## src/rtl/writeback_regfile_pkg.sv

```systemverilog
// Shared pipeline definitions: register-file geometry and the MEM/WB bundle
// that the memory stage produces and the writeback stage consumes.
package writeback_regfile_pkg;

    localparam int REG_ADDR_W = 5;
    localparam int DATA_W     = 32;

    localparam logic [REG_ADDR_W-1:0] REG_ZERO = 5'd0;

    typedef struct packed {
        logic [REG_ADDR_W-1:0] rd;
        logic [DATA_W-1:0]     aluout;
        logic                  regwrite;
    } mw_bus_t;

    // A write only retires when enabled and not aimed at the hardwired r0.
    function automatic logic is_commit(mw_bus_t mw);
        return mw.regwrite && (mw.rd != REG_ZERO);
    endfunction

endpackage

```

## src/rtl/writeback_regfile_if.sv

```systemverilog
// Writeback-stage bus: MEM/WB inputs, decode read ports, WB echo and the
// retire counter. The pipeline side is the master, the register file the slave.
interface writeback_regfile_if #(
    parameter int DATA_W = writeback_regfile_pkg::DATA_W,
    parameter int AW     = writeback_regfile_pkg::REG_ADDR_W
);
    logic [AW-1:0]     MW_RD;
    logic [DATA_W-1:0] MW_ALUout;
    logic              MW_RegWrite;
    logic [AW-1:0]     rs_addr;
    logic [AW-1:0]     rt_addr;
    logic [DATA_W-1:0] rs_data;
    logic [DATA_W-1:0] rt_data;
    logic [AW-1:0]     WB_RD;
    logic [DATA_W-1:0] WB_data;
    logic              WB_RegWrite;
    logic [31:0]       wb_count;

    modport master (
        output MW_RD, MW_ALUout, MW_RegWrite, rs_addr, rt_addr,
        input  rs_data, rt_data, WB_RD, WB_data, WB_RegWrite, wb_count
    );

    modport slave (
        input  MW_RD, MW_ALUout, MW_RegWrite, rs_addr, rt_addr,
        output rs_data, rt_data, WB_RD, WB_data, WB_RegWrite, wb_count
    );
endinterface

```

## src/rtl/writeback_regfile_regfile_2r1w.sv

```systemverilog
// Two-read one-write register array with async clear and r0 held at zero.
// Reads are raw array contents; bypassing is the caller's job.
module regfile_2r1w #(
    parameter int DATA_W = 32,
    parameter int NREG   = 32,
    parameter int AW     = 5
) (
    input  logic              clk,
    input  logic              rst,
    input  logic              we,
    input  logic [AW-1:0]     waddr,
    input  logic [DATA_W-1:0] wdata,
    input  logic [AW-1:0]     ra_addr,
    output logic [DATA_W-1:0] ra_data,
    input  logic [AW-1:0]     rb_addr,
    output logic [DATA_W-1:0] rb_data
);
    logic [NREG-1:0][DATA_W-1:0] rf_q;
    logic [NREG-1:0][DATA_W-1:0] rf_d;

    // Next array contents: one entry updated per cycle, r0 never written.
    always_comb begin
        rf_d = rf_q;
        if (we && (waddr != '0)) begin
            rf_d[waddr] = wdata;
        end
    end

    // Array storage with asynchronous clear.
    always_ff @(posedge clk or negedge rst) begin
        if (!rst) begin
            rf_q <= '0;
        end else begin
            rf_q <= rf_d;
        end
    end

    // Raw read ports; r0 masked so it reads zero regardless of contents.
    always_comb begin
        ra_data = (ra_addr == '0) ? '0 : rf_q[ra_addr];
        rb_data = (rb_addr == '0) ? '0 : rf_q[rb_addr];
    end

endmodule

```

## src/rtl/writeback_regfile.sv

```systemverilog
// Writeback stage: commits MEM/WB results into the register file, serves the
// decode read ports with same-cycle bypass, echoes the commit for WB->EX
// forwarding and counts retired writes.
module writeback_regfile #(
    parameter int DATA_W = 32,
    parameter int NREG   = 32
) (
    input logic               clk,
    input logic               rst,
    writeback_regfile_if.slave bus
);
    import writeback_regfile_pkg::*;

    localparam int AW = $clog2(NREG);

    mw_bus_t           mw;
    logic              commit;
    logic [DATA_W-1:0] rs_raw;
    logic [DATA_W-1:0] rt_raw;

    logic [AW-1:0]     wb_rd_q,        wb_rd_d;
    logic [DATA_W-1:0] wb_data_q,      wb_data_d;
    logic              wb_regwrite_q,  wb_regwrite_d;
    logic [31:0]       wb_count_q,     wb_count_d;

    assign mw     = '{rd: bus.MW_RD, aluout: bus.MW_ALUout, regwrite: bus.MW_RegWrite};
    assign commit = is_commit(mw);

    regfile_2r1w #(
        .DATA_W (DATA_W),
        .NREG   (NREG),
        .AW     (AW)
    ) u_rf (
        .clk     (clk),
        .rst     (rst),
        .we      (commit),
        .waddr   (bus.MW_RD),
        .wdata   (bus.MW_ALUout),
        .ra_addr (bus.rs_addr),
        .ra_data (rs_raw),
        .rb_addr (bus.rt_addr),
        .rb_data (rt_raw)
    );

    // Read mux: r0 first, then the in-flight commit, then the array.
    // Held at zero during reset so a write presented in reset never shows.
    always_comb begin
        bus.rs_data = '0;
        bus.rt_data = '0;
        if (rst && (bus.rs_addr != '0)) begin
            bus.rs_data = (commit && (bus.MW_RD == bus.rs_addr)) ? bus.MW_ALUout : rs_raw;
        end
        if (rst && (bus.rt_addr != '0)) begin
            bus.rt_data = (commit && (bus.MW_RD == bus.rt_addr)) ? bus.MW_ALUout : rt_raw;
        end
    end

    // Echo captures every cycle; only the counter depends on the commit.
    always_comb begin
        wb_rd_d       = bus.MW_RD;
        wb_data_d     = bus.MW_ALUout;
        wb_regwrite_d = commit;
        wb_count_d    = commit ? (wb_count_q + 32'd1) : wb_count_q;
    end

    // Echo and retire counter registers with asynchronous clear.
    always_ff @(posedge clk or negedge rst) begin
        if (!rst) begin
            wb_rd_q       <= '0;
            wb_data_q     <= '0;
            wb_regwrite_q <= 1'b0;
            wb_count_q    <= '0;
        end else begin
            wb_rd_q       <= wb_rd_d;
            wb_data_q     <= wb_data_d;
            wb_regwrite_q <= wb_regwrite_d;
            wb_count_q    <= wb_count_d;
        end
    end

    assign bus.WB_RD       = wb_rd_q;
    assign bus.WB_data     = wb_data_q;
    assign bus.WB_RegWrite = wb_regwrite_q;
    assign bus.wb_count    = wb_count_q;

endmodule

```

## src/flat_wrapper.sv

```systemverilog
// flat-port wrapper written by rule: the top's interface ports become plain ports
module writeback_regfile_flat import writeback_regfile_pkg::*;
#(
    parameter int DATA_W = 32,
    parameter int NREG   = 32
)
  (clk, rst, bus_MW_RD, bus_MW_ALUout, bus_MW_RegWrite, bus_rs_addr, bus_rt_addr, bus_rs_data, bus_rt_data, bus_WB_RD, bus_WB_data, bus_WB_RegWrite, bus_wb_count);
  writeback_regfile_if #(.DATA_W(DATA_W)) bus_i ();
  input logic clk;
  input logic rst;
  input wire logic [$bits(bus_i.MW_RD)-1:0] bus_MW_RD;
  input wire logic [$bits(bus_i.MW_ALUout)-1:0] bus_MW_ALUout;
  input wire logic [$bits(bus_i.MW_RegWrite)-1:0] bus_MW_RegWrite;
  input wire logic [$bits(bus_i.rs_addr)-1:0] bus_rs_addr;
  input wire logic [$bits(bus_i.rt_addr)-1:0] bus_rt_addr;
  output wire logic [$bits(bus_i.rs_data)-1:0] bus_rs_data;
  output wire logic [$bits(bus_i.rt_data)-1:0] bus_rt_data;
  output wire logic [$bits(bus_i.WB_RD)-1:0] bus_WB_RD;
  output wire logic [$bits(bus_i.WB_data)-1:0] bus_WB_data;
  output wire logic [$bits(bus_i.WB_RegWrite)-1:0] bus_WB_RegWrite;
  output wire logic [$bits(bus_i.wb_count)-1:0] bus_wb_count;
  assign bus_i.MW_RD = bus_MW_RD;
  assign bus_i.MW_ALUout = bus_MW_ALUout;
  assign bus_i.MW_RegWrite = bus_MW_RegWrite;
  assign bus_i.rs_addr = bus_rs_addr;
  assign bus_i.rt_addr = bus_rt_addr;
  assign bus_rs_data = bus_i.rs_data;
  assign bus_rt_data = bus_i.rt_data;
  assign bus_WB_RD = bus_i.WB_RD;
  assign bus_WB_data = bus_i.WB_data;
  assign bus_WB_RegWrite = bus_i.WB_RegWrite;
  assign bus_wb_count = bus_i.wb_count;
  writeback_regfile #(.DATA_W(DATA_W), .NREG(NREG)) u_core (.clk(clk), .rst(rst), .bus(bus_i));
endmodule
```

## config.mk

```make
export PLATFORM = sky130hd
export DESIGN_NAME = writeback_regfile_flat
export DESIGN_NICKNAME = d
export VERILOG_FILES = /design/src/rtl/writeback_regfile_pkg.sv /design/src/rtl/writeback_regfile_if.sv /design/src/rtl/writeback_regfile_regfile_2r1w.sv /design/src/rtl/writeback_regfile.sv /design/src/flat_wrapper.sv
export SDC_FILE = /design/constraint.sdc
export NUM_CORES = 2
export LEC_CHECK = 0
export ABC_AREA = 1
export ABC_CLOCK_PERIOD_IN_PS = 2500
export BUFFER_PORTS_ARGS = -buffer_cell sky130_fd_sc_hd__buf_4
export CELL_PAD_IN_SITES_DETAIL_PLACEMENT = 1
export CELL_PAD_IN_SITES_GLOBAL_PLACEMENT = 1
export CORE_MARGIN = 5
export CORE_UTILIZATION = 43
export DETAILED_ROUTE_END_ITERATION = 10
export PLACE_DENSITY = 0.8
export SLEW_MARGIN = 20
export SYNTH_ARGS = -nofsm -noshare
export SYNTH_HDL_FRONTEND = slang
export SYNTH_SLANG_ARGS = --single-unit
```

## constraint.sdc

```tcl
create_clock -name clk -period 2.5 [get_ports clk]
set_clock_uncertainty 0.2 [all_clocks]
set_input_delay 0.25 -clock clk [delete_from_list [all_inputs] [get_ports clk]]
set_output_delay 0.25 -clock clk [all_outputs]
set_load 0.1 [all_outputs]
```

After elaboration in Yosys (flattened, before gate mapping)

Index checks and enable logic that the tools add are counted.
W data, S select, Z words.

Flip-flop bits (word level): 1094
Logic and storage cells: 68

Add/sub/neg operators: 1
Magnitude comparators: 4
Equal/unequal tests: 2
Muxes and demuxes: 13
Reductions and logical operators: 12

Operators with widths:

| kind                    | number |
|---|---|
| $bwmux W1024            | 1 |
| $bmux W32 S5            | 2 |
| $mux W32                | 9 |
| $demux W32 S5           | 1 |
| $add A32 B1 Y32 const B | 1 |
| $lt A5 B6 Y1 const B    | 3 |
| $reduce_bool A5 Y1      | 3 |
| $eq A5 B5 Y1            | 2 |
| $logic_not A5 Y1        | 2 |
| $logic_and A1 B1 Y1     | 7 |
| $ge A5 B1 Y1 const B    | 1 |

Depth between registers and ports, before layout

Depth after elaboration: 5
Depth in mapped cells: 13
Depth with buffers taken out: 10

Modules after synthesis

From an unflattened synthesis, not the netlist that was laid out.

Cell total of the unflattened synthesis: 8957
Area total of the unflattened synthesis: 60875.9 um2

By module, submodules not included:

| module            | times used | cells each | area an instance (um2) | seq. area each (um2) |
|---|---|---|---|---|
| regfile_2r1w      | 1          | 8300       | 56406.6                | 25624.6 |
| writeback_regfile | 1          | 657        | 4469.3                 | 1751.7 |

Least setup slack after synthesis

Ideal clock, no wire load.

Path type: in2out
Start: input port bus_rt_addr[1]
End: output port bus_rt_data[13]
Data arrival time: 2031 ps
Path slack: 19 ps
Cell stages on the path: 12
Cell sequence: buf_2 clkinv_1 clkbuf_1 clkbuf_1 nand3_1 nand2_1 nand2_1 nand3_1 nand3_1 nand3_1 nand2_1 inv_1

Word-level cells in the longest chain between the ends: 5
Elaborated cells on any way between the ends: 10

RTL lines:

| element                        | RTL line                             | RTL |
|---|---|---|
| start: declaration             | flat_wrapper.sv:15                   | `input wire logic [$bits(bus_i.rt_addr)-1:0] bus_rt_addr;` |
| $bmux W32 S5                   | writeback_regfile_regfile_2r1w.sv:41 | `rb_data = (rb_addr == '0) ? '0 : rf_q[rb_addr];` |
| $mux W32 (not written as such) | writeback_regfile_regfile_2r1w.sv:41 |  |
| $mux W32                       | writeback_regfile_regfile_2r1w.sv:41 |  |
| $mux W32                       | writeback_regfile.sv:54              | `bus.rt_data = (commit && (bus.MW_RD == bus.rt_addr)) ? bus.MW_ALUout : rt_raw;` |
| $mux W32 (*)                   | writeback_regfile.sv:53              | `if (rst && (bus.rt_addr != '0)) begin` |
| end: declaration               | flat_wrapper.sv:17                   | `output wire logic [$bits(bus_i.rt_data)-1:0] bus_rt_data;` |

Mark *: on every way between the ends. The rest lies on a longest branch, timed or not. The select of a mux whose other input is x is not followed.

Worst setup path in the final report

Start: register u_core.u_rf.rf_q[289] in the netlist's numbering
End: output port bus_rs_data[1]

Word-level cells in the longest chain between the ends: 5

RTL lines:

| element                        | RTL line                             | RTL |
|---|---|---|
| start: declaration             | writeback_regfile_regfile_2r1w.sv:18 | `logic [NREG-1:0][DATA_W-1:0] rf_q;` |
| start signal: assignment       | writeback_regfile_regfile_2r1w.sv:34 | `rf_q <= rf_d;` |
| $bmux W32 S5                   | writeback_regfile_regfile_2r1w.sv:40 | `ra_data = (ra_addr == '0) ? '0 : rf_q[ra_addr];` |
| $mux W32 (not written as such) | writeback_regfile_regfile_2r1w.sv:40 |  |
| $mux W32                       | writeback_regfile_regfile_2r1w.sv:40 |  |
| $mux W32                       | writeback_regfile.sv:51              | `bus.rs_data = (commit && (bus.MW_RD == bus.rs_addr)) ? bus.MW_ALUout : rs_raw;` |
| $mux W32                       | writeback_regfile.sv:50              | `if (rst && (bus.rs_addr != '0)) begin` |
| end: declaration               | flat_wrapper.sv:16                   | `output wire logic [$bits(bus_i.rs_data)-1:0] bus_rs_data;` |

No other way between the ends. The select of a mux whose other input is x is not followed.

==> out/results.ini <==
[yosys]
syn_area_per_cell_sq_um = 6.51
ys_warn_count = 0
syn-num-nets = 9946
syn_area_sq_um = 64400
ys_ff_latch = 1094
seq_area_frac_synth_pct = 42.5
synth_cell_types = 28
netlist_instances = 9895

[final_layout]
area_delta_synth_final_pct = 29.6
fin_util_pct = 55.8
stdcell_count = 12400
layout.cells.most_common_list = nand2_1 (3,801), dfrtp_1 (1,094), nand3_1 (933), o21ai_0 (931), buf_4 (641)
fin_nets = 10300
layout_commonest_cell = nand2_1
drive_above_1_share_pct = 24.7

[setup_path]
cp-start-kind = register
crit_type = register to output port
worstPathCellList = inv_2, nand3_1, nand2_1, nor2_1, nand2_1, nand3_2, nand3_4, nand3_2, nand2_2, inv_2, buf_12
path_buf_inv = 3
slowest_stage = dfrtp_1
cp.required_ps = 2050
crit_arrival_ps = 2430
cp-end-kind = output port
crit_family = simple AND/OR/NAND/NOR gates
crit_fanout = 2
critPathMaxStageDelay_ps = 370

[placed_design]
dpl.hpwl_mm = 193
placed_cells_incl_taps = 11800
pre_cts_ws_ps = -479
globalplace.congestion = 0.929
io_buffers = 183

[floorplan]
die_h_microns = 397
core_sq_um = 149000
io_pins = 184
fp.dieArea_sq_um = 158000
initial_utilization_pct = 43.1
die_w_microns = 397
fp-row-count = 142

[sta]
fin_ws_ps = -381
period_minus_slack_ps = 2880
slew_headroom_pct = 37.9
tns_ps = -10240
final.period_utilization_pct = 115
final-setup-viol-count = 64
slew_viol_final = 0
finalHoldViolCount = 0
worst_slew_pin_slew_ps = 932
rsz0062_at_grt = yes
timing.fmax_mhz = 347

[detailed_routing]
post-route-drc-count = 0
post_drt_wl_per_cell_microns = 26.5
dr.first_iter.drc_count = 7953
finalWirelength_mm = 327
final_antenna_net_count = 0
vias = 74600
via_per_inst = 6.04
dr.pass1.iters = 8

[clock_network]
cts.sinks = 1094
clockBufferDepth = 3
insertion_delay_ps = 780
cts.htree.levels = 4
cts_root_buf = clkbuf_16
cts_tree = built
cts_inserted_buffers = 135
path_clk_slew_ps = 60

[global_route]
grt_max_degree = 141
grt_use_total_pct = 38.5
grt_pass1_wl_mm = 465
antenna_found_initial = 15
overflow = 0
grt_pass1_vias = 74800

[pwr]
vdd_drop_max_uv = 644
p_per_area_nw_per_um2 = 739
total_leakage_power_uw = 0.0431

[flow_run]
cap_violations = 0

[run_status]
violations = negative setup slack
status = complete, but fails checks

[min_path]
hold_path_class = input port to register

## worst reg2reg max path, stage by stage (launching register included)
cell,delay (ps)
dfrtp_1,420
inv_1,110
nor3_1,340
nand2_1,90
nor2_1,200
nand2_1,140
nor2_1,240
nand2_1,120
xnor2_1,140
## power by group
group	internal [uW]	switching (uW)	leakage, uW
Clock	11700	8350	0.00215
Combinational	6270	12300	0.0271
Sequential	20900	2150	0.0139
## layer usage
layer  track usage (%)  share of wire [%]
met1              48.5                 37
met4              22.6                7.6
met3              10.5                 11
met5                 0              0.019
met2              59.6                 44
## what timing repair did
item | in CTS | in global routing
pin swaps | 318 | 451
hold buffers | 48 | 0
setup endpoints to repair | 64 | 64
resized for setup | 951 | 810
cloned | 3 | 7
setup buffers | 74 | 169
hold endpoints to repair | 914 | 0
## final timing paths
kind | start | end | slack, ps | cells after the start
min | bus_MW_ALUout[31] | u_core.bus.WB_data[31] | 30 | 2
max in group asynchronous | rst | u_core.bus.WB_data[25] | 350 | 4
max reg2reg | u_core.bus.wb_count[2] | u_core.bus.wb_count[27] | 380 | 8
max | u_core.u_rf.rf_q[289] | bus_rs_data[1] | -380 | 11
min in group asynchronous | rst | u_core.u_rf.rf_q[361] | 320 | 3
min reg2reg | u_core.u_rf.rf_q[8] | u_core.u_rf.rf_q[8] | 180 | 0
## per-stage QoR
step | power (uW) | hold WS (ps) | instance area, sq um
final | 61700 | 31.6 | 83400
after global routing | 64300 | 34.4 | 83400
after CTS | 59200 | 9.69 | 79800
after detailed placement | 37700 | 167 | 71200
after global placement | 36700 | 165 | 71200
after floorplan | 32300 | -246 | 64400
## registers in the layout, indices dropped and copies added (netlist names)
register and count:
u_core.bus.WB_RegWrite 1, u_core.u_rf.rf_q 1024, u_core.bus.wb_count 32, u_core.bus.WB_RD 5, u_core.bus.WB_data 32
## synth_stat cells
cell type,n,area [sq um]
nor2_4,4,45.0
xor2_1,25,219
nand2_2,8,50.1
buf_2,166,831
buf_4,2,15.0
nor4_4,1,21.3
nor3_2,10,100
dfrtp_1,1094,27400
nand3_1,1462,7320
xnor2_1,8,70.1
nor2_1,63,236
a21oi_1,32,160
ha_1,1,12.5
o211ai_1,34,255
nand4_1,7,43.8
nor4_1,3,18.8
nand2_1,4114,15400
o21ai_1,91,455
clkinv_1,34,128
nor3_1,42,210
inv_2,9,33.8
inv_1,1123,4220
o21ai_0,969,4850
or2_2,2,12.5
clkbuf_1,520,1950
nand3b_1,3,22.5
buf_1,65,244
nor3_4,3,48.8
## layout make-up
type                       count  area (sq um)
sequential                  1094         27400
tap                         2016          2520
antenna                        8          20.0
fill                       18600         66000
clock buffer                 208          4010
inverter                    1166          4490
timing repair buffer         958         10600
clock inverter                29           375
multi-input combinational   6882         34000
## logic make-up after synthesis
group / count (synthesis) / share of synthesized area, %
XOR/XNOR: 33 / 0.449
buffers and inverters: 1919 / 11.5
AO/OA/AOI/OAI: 1126 / 8.88
flip-flops: 1094 / 42.5
adder cells (fa/ha/maj): 1 / 0.0194
AND/OR/NAND/NOR: 5722 / 36.6
Power figures use the tool's default switching activity.
